--- config.mk ---
export PLATFORM = sky130hd
export DESIGN_NAME = smplfifo_drain_arb
export DESIGN_NICKNAME = d
export VERILOG_FILES = /design/src/rtl/smplfifo_drain_pkg.sv /design/src/rtl/smplfifo_drain_arb_rr_pick.sv /design/src/rtl/smplfifo_drain_arb.sv
export SDC_FILE = /design/constraint.sdc
export NUM_CORES = 1
export LEC_CHECK = 0
export ABC_AREA = 0
export CAP_MARGIN = 30
export CORE_MARGIN = 8
export CORE_UTILIZATION = 41
export CTS_CLUSTER_DIAMETER = 40
export DETAILED_ROUTE_END_ITERATION = 10
export PLACE_DENSITY = 0.8
export SETUP_SLACK_MARGIN = 0.1
export SYNTH_ARGS = -nofsm -noshare
export SYNTH_HDL_FRONTEND = slang
export SYNTH_SLANG_ARGS = --single-unit
--- constraint.sdc ---
create_clock -name i_clk -period 2.02 [get_ports i_clk]
set_input_delay 0.404 -clock i_clk [delete_from_list [all_inputs] [get_ports i_clk]]
set_output_delay 0.404 -clock i_clk [all_outputs]
set_load 0.01 [all_outputs]
--- src/rtl/smplfifo_drain_pkg.sv ---
// smplfifo_drain_pkg
//   Shared types and helpers for the sample-FIFO drain arbiter.
//   - drain_state_e : arbiter FSM states (ARB searches, XFER drains one channel)
//   - chan_width()  : width of a channel index for a given channel count
package smplfifo_drain_pkg;

    typedef enum logic [0:0] {
        ST_ARB  = 1'b0,
        ST_XFER = 1'b1
    } drain_state_e;

    // A single channel still needs a one-bit tag so ports never collapse to zero width.
    function automatic int chan_width(input int n);
        return (n > 1) ? $clog2(n) : 1;
    endfunction

endpackage

--- src/rtl/smplfifo_drain_arb_rr_pick.sv ---
// rr_pick
//   Combinational rotating-priority encoder. Returns the first asserted
//   request at or after the start pointer, wrapping modulo NCH.
// Ports:
//   req   in  NCH  request vector
//   start in  CW   channel with highest priority (must be < NCH)
//   found out 1    at least one request is asserted
//   idx   out CW   index of the winning request (0 when none)
module rr_pick
    import smplfifo_drain_pkg::*;
#(
    parameter int  NCH = 4,
    localparam int CW  = chan_width(NCH)
) (
    input  logic [NCH-1:0] req,
    input  logic [CW-1:0]  start,
    output logic           found,
    output logic [CW-1:0]  idx
);

    logic [2*NCH-1:0] dbl;
    logic [NCH-1:0]   rot;
    int               off;
    int               sum;

    // Rotate the request vector so bit k of rot is channel (start+k) mod NCH.
    assign dbl = {req, req};
    assign rot = dbl[NCH-1:0] == '0 ? '0 : NCH'(dbl >> start);

    always_comb begin
        found = 1'b0;
        off   = 0;
        sum   = 0;
        idx   = '0;
        // Descending scan so the lowest rotated offset is the last to write.
        for (int k = NCH - 1; k >= 0; k--) begin
            if (rot[k]) begin
                found = 1'b1;
                off   = k;
            end
        end
        sum = int'(start) + off;
        if (sum >= NCH) begin
            sum = sum - NCH;
        end
        if (found) begin
            idx = CW'(sum);
        end
    end

endmodule

--- src/rtl/smplfifo_drain_arb.sv ---
// smplfifo_drain_arb
//   Round-robin drain scheduler for NCH sample FIFOs. One channel is granted
//   at a time and drained for up to i_burst+1 words; each popped word goes to
//   a registered output stream tagged with its channel.
// Ports:
//   i_clk, i_reset      clock, asynchronous active-high reset
//   i_en      [NCH]     per-channel enable mask
//   i_burst   [LGBURST] burst length minus one, captured at grant
//   i_empty_n [NCH]     per-FIFO non-empty flag
//   i_data    [NCH*BW]  per-FIFO head word, channel c at [c*BW +: BW]
//   o_rd      [NCH]     per-FIFO pop strobe (combinational, one-hot or zero)
//   o_valid, i_ready    output stream handshake
//   o_data    [BW]      output sample
//   o_chan    [CW]      source channel of o_data
//   o_first             word is the first of its grant
//   o_busy              a grant is active (FSM in XFER)
//
// Handshake: a word transfers on any rising edge where o_valid && i_ready.
// While o_valid && !i_ready the word, channel and first flag are held
// stable and no pop is issued. A new word can be loaded on the same edge
// the previous one is accepted, so each o_rd pulse yields exactly one
// transfer.
module smplfifo_drain_arb
    import smplfifo_drain_pkg::*;
#(
    parameter int  NCH     = 4,
    parameter int  BW      = 12,
    parameter int  LGBURST = 3,
    localparam int CW      = chan_width(NCH)
) (
    input  logic                 i_clk,
    input  logic                 i_reset,
    input  logic [NCH-1:0]       i_en,
    input  logic [LGBURST-1:0]   i_burst,
    input  logic [NCH-1:0]       i_empty_n,
    input  logic [NCH*BW-1:0]    i_data,
    output logic [NCH-1:0]       o_rd,
    output logic                 o_valid,
    input  logic                 i_ready,
    output logic [BW-1:0]        o_data,
    output logic [CW-1:0]        o_chan,
    output logic                 o_first,
    output logic                 o_busy
);

    localparam int            CNTW    = LGBURST + 1;
    localparam logic [CW-1:0] LAST_CH = CW'(NCH - 1);

    drain_state_e       state_q;
    drain_state_e       state_d;
    logic [CW-1:0]      r_ptr;
    logic [CW-1:0]      grant;
    logic [CNTW-1:0]    count;
    logic [LGBURST-1:0] len;
    logic               first;

    logic [NCH-1:0]     req;
    logic               pick_found;
    logic [CW-1:0]      pick_idx;
    logic [BW-1:0]      head [NCH];
    logic               grant_elig;
    logic               pop;
    logic               burst_done;

    assign req = i_en & i_empty_n;

    rr_pick #(
        .NCH   (NCH)
    ) u_pick (
        .req   (req),
        .start (r_ptr),
        .found (pick_found),
        .idx   (pick_idx)
    );

    for (genvar g = 0; g < NCH; g++) begin : g_head
        assign head[g] = i_data[g*BW +: BW];
    end

    // Enable and empty are looked at in the same cycle, so dropping i_en
    // blocks the very next pop.
    assign grant_elig = i_en[grant] && i_empty_n[grant];
    assign pop        = (state_q == ST_XFER) && grant_elig && (!o_valid || i_ready);
    // Count is one bit wider than len so len at its maximum still terminates.
    assign burst_done = (state_q == ST_XFER) &&
                        (pop ? (count == {1'b0, len}) : !grant_elig);
    assign o_busy     = (state_q == ST_XFER);

    always_comb begin
        o_rd = '0;
        if (pop) begin
            o_rd[grant] = 1'b1;
        end
    end

    // FSM state register
    always_ff @(posedge i_clk or posedge i_reset) begin
        if (i_reset) begin
            state_q <= ST_ARB;
        end else begin
            state_q <= state_d;
        end
    end

    // FSM next state
    always_comb begin
        state_d = state_q;
        case (state_q)
            ST_ARB:  if (pick_found) state_d = ST_XFER;
            ST_XFER: if (burst_done) state_d = ST_ARB;
            default: state_d = ST_ARB;
        endcase
    end

    // Grant, burst counter and round-robin pointer
    always_ff @(posedge i_clk or posedge i_reset) begin
        if (i_reset) begin
            r_ptr <= '0;
            grant <= '0;
            count <= '0;
            len   <= '0;
            first <= 1'b0;
        end else begin
            if (state_q == ST_ARB && pick_found) begin
                grant <= pick_idx;
                count <= '0;
                len   <= i_burst;
                first <= 1'b1;
            end
            if (pop) begin
                first <= 1'b0;
                count <= count + CNTW'(1);
            end
            // Next search starts just past the channel that was served.
            if (burst_done) begin
                r_ptr <= (grant == LAST_CH) ? '0 : grant + CW'(1);
            end
        end
    end

    // Output register
    always_ff @(posedge i_clk or posedge i_reset) begin
        if (i_reset) begin
            o_valid <= 1'b0;
            o_data  <= '0;
            o_chan  <= '0;
            o_first <= 1'b0;
        end else if (pop) begin
            o_valid <= 1'b1;
            o_data  <= head[grant];
            o_chan  <= grant;
            o_first <= first;
        end else if (i_ready) begin
            o_valid <= 1'b0;
        end
    end

endmodule
== Word-level counts from Yosys, hierarchy flattened ==
Cells that the tools add are included.

* Flip-flop bits (word level): 29
* Input bits: 62
* Logic and storage cells: 68

* $add $sub $neg: 4
* Magnitude comparators: 4
* Equality and inequality tests: 2
* Shift operators: 1
* Muxes and demuxes: 32
* Bitwise logic cells: 3
* Reduce and logical (&&, ||, !) cells: 12

{| class="wikitable"
|+ Operators by type and width
! kind !! count
|-
| 12-bit binary-select mux with 2-bit select || 1
|-
| 12-bit 2-to-1 mux || 2
|-
| 4-bit 2-to-1 mux || 4
|-
| 1-bit 2-to-1 mux || 14
|-
| 2-bit 2-to-1 mux || 7
|-
| 8-bit by 2-bit right shift with 4-bit output || 1
|-
| 3-bit >= comparator (second input constant) || 2
|-
| 1-bit logical AND || 6
|-
| 4-bit by 1-bit adder with 4-bit output (second input constant) || 1
|-
| 4-bit bitwise AND || 1
|-
| 1-bit binary-select mux with 2-bit select || 2
|-
| 4-bit by 3-bit equality test with 1-bit output || 1
|-
| 4-bit zero test || 1
|-
| 2-bit nonzero test || 2
|-
| 2-bit by 2-bit adder with 3-bit output || 1
|-
| 2-bit by 3-bit < comparator with 1-bit output (second input constant) || 1
|-
| 2-bit inverter with 3-bit output || 1
|-
| 2-bit by 1-bit adder with 2-bit output (second input constant) || 1
|-
| 1-bit demux with 2-bit select || 1
|-
| 2-bit equality test (second input constant) || 1
|-
| 2-bit by 1-bit >= comparator with 1-bit output (second input constant) || 1
|-
| 1-bit zero test || 2
|-
| 1-bit one-hot mux with 2 select lines || 1
|-
| 2-bit by 1-bit subtractor with 2-bit output (second input constant) || 1
|-
| 2 further kinds || 2
|}

== Depth between registers and ports, before layout ==
* Word-level depth: 11
* Mapped depth: 9
* Gate-level depth less buffers: 9

== Modules after synthesis ==
From an unflattened synthesis, not the netlist that was laid out.

* Cell total of the unflattened synthesis: 152
* Area total of the unflattened synthesis: 1791.7 sq um

{| class="wikitable"
|+ By module, submodules not included
! module !! times used !! cells an instance !! area each (sq um) !! sequential area each (sq um)
|-
| smplfifo_drain_arb || 1 || 128 || 1625.3 || 725.7
|-
| rr_pick || 1 || 24 || 166.4 || 0.0
|}

== Worst setup path before layout ==
No wires, ideal clock.

* Kind: register -> output
* Start: register grant[1]
* End: output port o_rd[0]
* Arrival time: 1590 ps
* Data required time: 1616 ps
* Setup slack: 26 ps
* Cell stages (with the launch flop): 6
* Buffers on the path: 1
* Cells stage by stage: dfrtp_1 > inv_2 > mux4_2 > nand3b_4 > clkbuf_1 > nor2_1

* Cells in the longest elaborated chain, start to end: 6

{| class="wikitable"
|+ RTL lines
! item !! RTL line !! text
|-
| start, declared || smplfifo_drain_arb.sv:52 || <nowiki>logic [CW-1:0] grant;</nowiki>
|-
| start signal, assigned || smplfifo_drain_arb.sv:125 || <nowiki>grant <= pick_idx;</nowiki>
|-
| parallel branches: the longest is 5 deep, another holds 2-bit by 3-bit < comparator with 1-bit output || - ||
|-
| 4-bit 2-to-1 mux * || smplfifo_drain_arb.sv:91 || <nowiki>if (pop) begin</nowiki>
|-
| end, declared || smplfifo_drain_arb.sv:37 || <nowiki>output logic [NCH-1:0] o_rd,</nowiki>
|}

Mark *: on every way between the ends. The select of a mux whose other input is x is not followed.

== Final worst setup path ==
* Start: register grant[1]
* End: output port o_rd[1]

The elaborated chain is that of the path after synthesis.

==> results.md <==
- For this run, the register share of the synthesized area comes to 41.1%.
- The register bit count reported by yosys is 29.
- The count of flip-flops with a built-in enable after synthesis is 0.
- After layout, the worst path uses 105% of the clock period.
- The number of cells after detailed placement is 290.
- The worst setup path is captured at a primary output.
- The area enclosed by the die boundary is 0.00666 mm^2.
- Data on the critical path is required at its endpoint by 1.62 ns.
- The checks that failed: setup timing.
- The cell area power density is 1220 mW/mm^2.
- Clock tree synthesis selected as its root buffer the cell sky130_fd_sc_hd__clkbuf_8.
- Summed over its instances, the top area cell type makes up 41.1% of the synthesized netlist area.
- Across the routed clock network, the largest skew measured is 0.00675 ns.
- The vertical die dimension is 81.6 um.
- The final setup violation count is 4.
- The H-tree generated during clock tree synthesis spans 2 levels.
- The vias per cell is 5.10.
- After clock tree synthesis, the clock-pin slew on the worst setup and hold paths is 0.07 ns.
- Summed over all nets, the half-perimeter wirelength after detailed placement is 3990 um.
- The number of clock sinks is 29.
- The flow ran to the end, but the final reports show violations.
- The maximum ir drop on the vdd rail is 445 uV.
- After synthesis, the netlist uses 28 different library cells.
- After floorplanning, the core was divided into 24 placement rows.
- The relative area change from synthesis to final layout is 60.5%.
- The total area inside the core boundary comes to 0.00423 mm^2.
- After layout, the worst setup slack is -0.0988 ns.
- The tightest min-delay check is of the in2async type.
- In the post-synthesis netlist, the biggest area contributors are sky130_fd_sc_hd__dfrtp_1 (41%), sky130_fd_sc_hd__mux4_2 (17%), sky130_fd_sc_hd__mux2_4 (9.4%).
- Of all cell types, the one taking the most synthesized area is sky130_fd_sc_hd__dfrtp_1.
- The path type of the worst setup path is reg2out.
- The critical path ends at o_rd[1].
- Dividing the detail-routed wire length by the instance count gives 16.6 um.
- In the routed design, unresolved DRC markers number 0.
- After layout, the design draws a total of 3.47 mW.
- Setup repair after global routing could not meet its margin everywhere.
- The data arrival time of the worst path is 1.71 ns.
- The number of violations of the max-capacitance limit is 0.
- The maximum number of pins on one net before global-route repair is 27.
- For this block, the initial DRC count from the detailed router was 59.
- The initial utilization of the core area, before any placement, comes to 41.7%.
- The gate count of the mapped netlist is 148.
- In the synthesized netlist the dominant register cell turns out to be sky130_fd_sc_hd__dfrtp_1.
- The number of cells traversed by the worst register-to-register path is 5.
- For this design the static power due to leakage is 1.24 nW.
- The fmax is 472 MHz.
- The count of cells in the finished layout, fillers not included, comes to 300.
- The total iterations of the first detailed-routing run is 4.
- sky130_fd_sc_hd__dfrtp_1 is the most common cell in the netlist.
- The I/O pin count is 83.
- The commonest cells after synthesis are sky130_fd_sc_hd__dfrtp_1 (29), sky130_fd_sc_hd__nand2_1 (22), sky130_fd_sc_hd__mux4_2 (13).
- The timing startpoint of the critical path is grant[1].
- The final count of pins violating max slew was 0.
- Cells with a size suffix above 1 make up 27.4% of the layout.
- The count of synthesis-stage warnings from yosys is 0.
- The routed design has 4970 um of wire.
- In this run the tightest slew margin relative to its limit is 75.2%.
- The chip width is 81.6 um.
- The last weighted congestion value of the routability-driven placer is 0.814.
- The number of global-route vias before repair is 1653.
- In this run the remaining antenna-violating nets after routing total 0.
- In the synthesized netlist the async set-or-reset flop fraction comes to 100%.
- In this run, post-CTS hold repair placed 0 buffers.
- For this run, the total global-route usage over all layers was measured as 15.7%.
- The TritonCTS clock tree is done.
- In the final design database the tool counted 315 nets.
- Along the worst path, the maximum fanout reaches 5.
- STA classifies the critical path startpoint as a flop.
- The number of buffers added by the clock tree synthesis step is 5.
- Port buffering added 82 buffers.
- The final hold violation count is 0.
- The shortest clock period the worst path allows after layout is 2.12 ns.
- The worst register-to-register path begins at grant[1].
- Detailed routing inserted a total of 1530 vias.
- The average instance in the mapped netlist occupies 11.9 um^2.
- The count of antenna diodes in the layout is 0.
- The wire length of the first global-routing pass is 8000 um.
- In this run the critical register-to-register path is captured at o_data[5].
- For the pin with the worst max-slew slack, the measured transition is 0.373 ns.
- Summed over all layers, the global routing overflow is 0.
- The later pin in the worst-skew pair is clocked with a latency of 0.28 ns.
- The flop-to-flop setup slack is 0.08 ns.
- The initial antenna violation count is 0.
- Timing analysis after detailed placement gives a worst setup slack of -0.710 ns.
- The number of nets handed over by synthesis was 216.
- The clock passes through at most 2 buffers.
- The cell area that synthesis handed to floorplanning was 0.00176 mm^2.
- The setup TNS after final layout is -0.347 ns.
- At the end of the flow the core is filled with cells to 66.9%.
-- what timing repair did --
action | 4_1_cts | 5_1_grt
endpoints found under the setup margin | 27 | 20
setup buffers | 2 | 1
resized for setup | 24 | 4
pin swaps | 6 | 4
-- area by class of cell --
type                    count  area [um^2]
well taps                  52         65.1
flip-flops and latches     29          727
multi-input cells         102          981
clock inverters             3         17.5
fillers                   336         1400
inverters                   9         33.8
repair buffers            100          938
clock buffers               5         68.8
-- worst max-delay path: stages, from the launching register on --
cell,delay [ns]
sky130_fd_sc_hd__dfrtp_2,0.41
sky130_fd_sc_hd__inv_2,0.07
sky130_fd_sc_hd__mux4_2,0.51
sky130_fd_sc_hd__nand3b_4,0.21
sky130_fd_sc_hd__nor2_2,0.11
sky130_fd_sc_hd__buf_2,0.14
-- registers in the layout, summed over array words and instances, names as in the netlist --
register and count:
o_valid 1, grant 2, r_ptr 2, count 4
o_first 1, o_chan 2, len 3, o_busy 1
o_data 12, first 1
-- kinds of logic after synthesis --
kind of cell             count (synthesis)  synth area share, %
AND/OR/NAND/NOR                         43                 11.7
XOR/XNOR                                 5                 2.48
flip-flops                              29                 41.1
multiplexers                            28                 28.5
buffers and inverters                   17                 4.61
adder cells (fa/ha/maj)                  6                 4.26
AO/OA/AOI/OAI                           20                 7.30
-- metal layers --
metal  part of all wire (%)  global-route usage [%]
met3                     11                    6.67
met2                     47                    26.2
met1                     40                    17.9
met4                    1.1                    4.74
met5                      0                       0
-- through the flow --
| stage | instance area [um^2] | hold slack, ns |
|---|---|---|
| finish | 2830 | 0.383 |
| global route | 2830 | 0.417 |
| CTS | 2820 | 0.389 |
| detailed placement | 2750 | 0.465 |
| global placement | 2750 | 0.459 |
| floorplan | 1780 | 0.447 |
-- where the power goes --
group / switching, mW / internal, mW
clock network: 0.220 / 0.237
registers: 0.211 / 0.847
logic: 0.797 / 1.15
total: 1.23 / 2.24
-- how the worst min path moves through the flow --
stage                  from   endpoint  slack, ns  cells after the start
global route        i_reset  o_data[4]       0.42                      2
global placement      first      first       0.46                      2
floorplan             first      first       0.45                      2
detailed placement    first      first       0.46                      2
finish              i_reset  o_data[4]       0.38                      2
CTS                 i_reset  o_data[5]       0.39                      2
-- layout by cell type (no fill, tap or decap), drive strengths merged, types with 3 or more instances in the layout --
cell | Yosys | final
nor2 | 6 | 6
o21ai | 9 | 9
clkbuf | 4 | 5
buf | 4 | 22
clkdlybuf4s50 | 0 | 70
o31ai | 3 | 3
xnor2 | 4 | 4
nand2 | 22 | 22
nand3 | 6 | 6
mux4 | 13 | 13
mux2 | 15 | 15
inv | 9 | 9
o211ai | 3 | 3
dfrtp | 29 | 29
dlygate4sd2 | 0 | 8
ha | 6 | 6
Note: power is estimated with default switching activity, not from simulation.
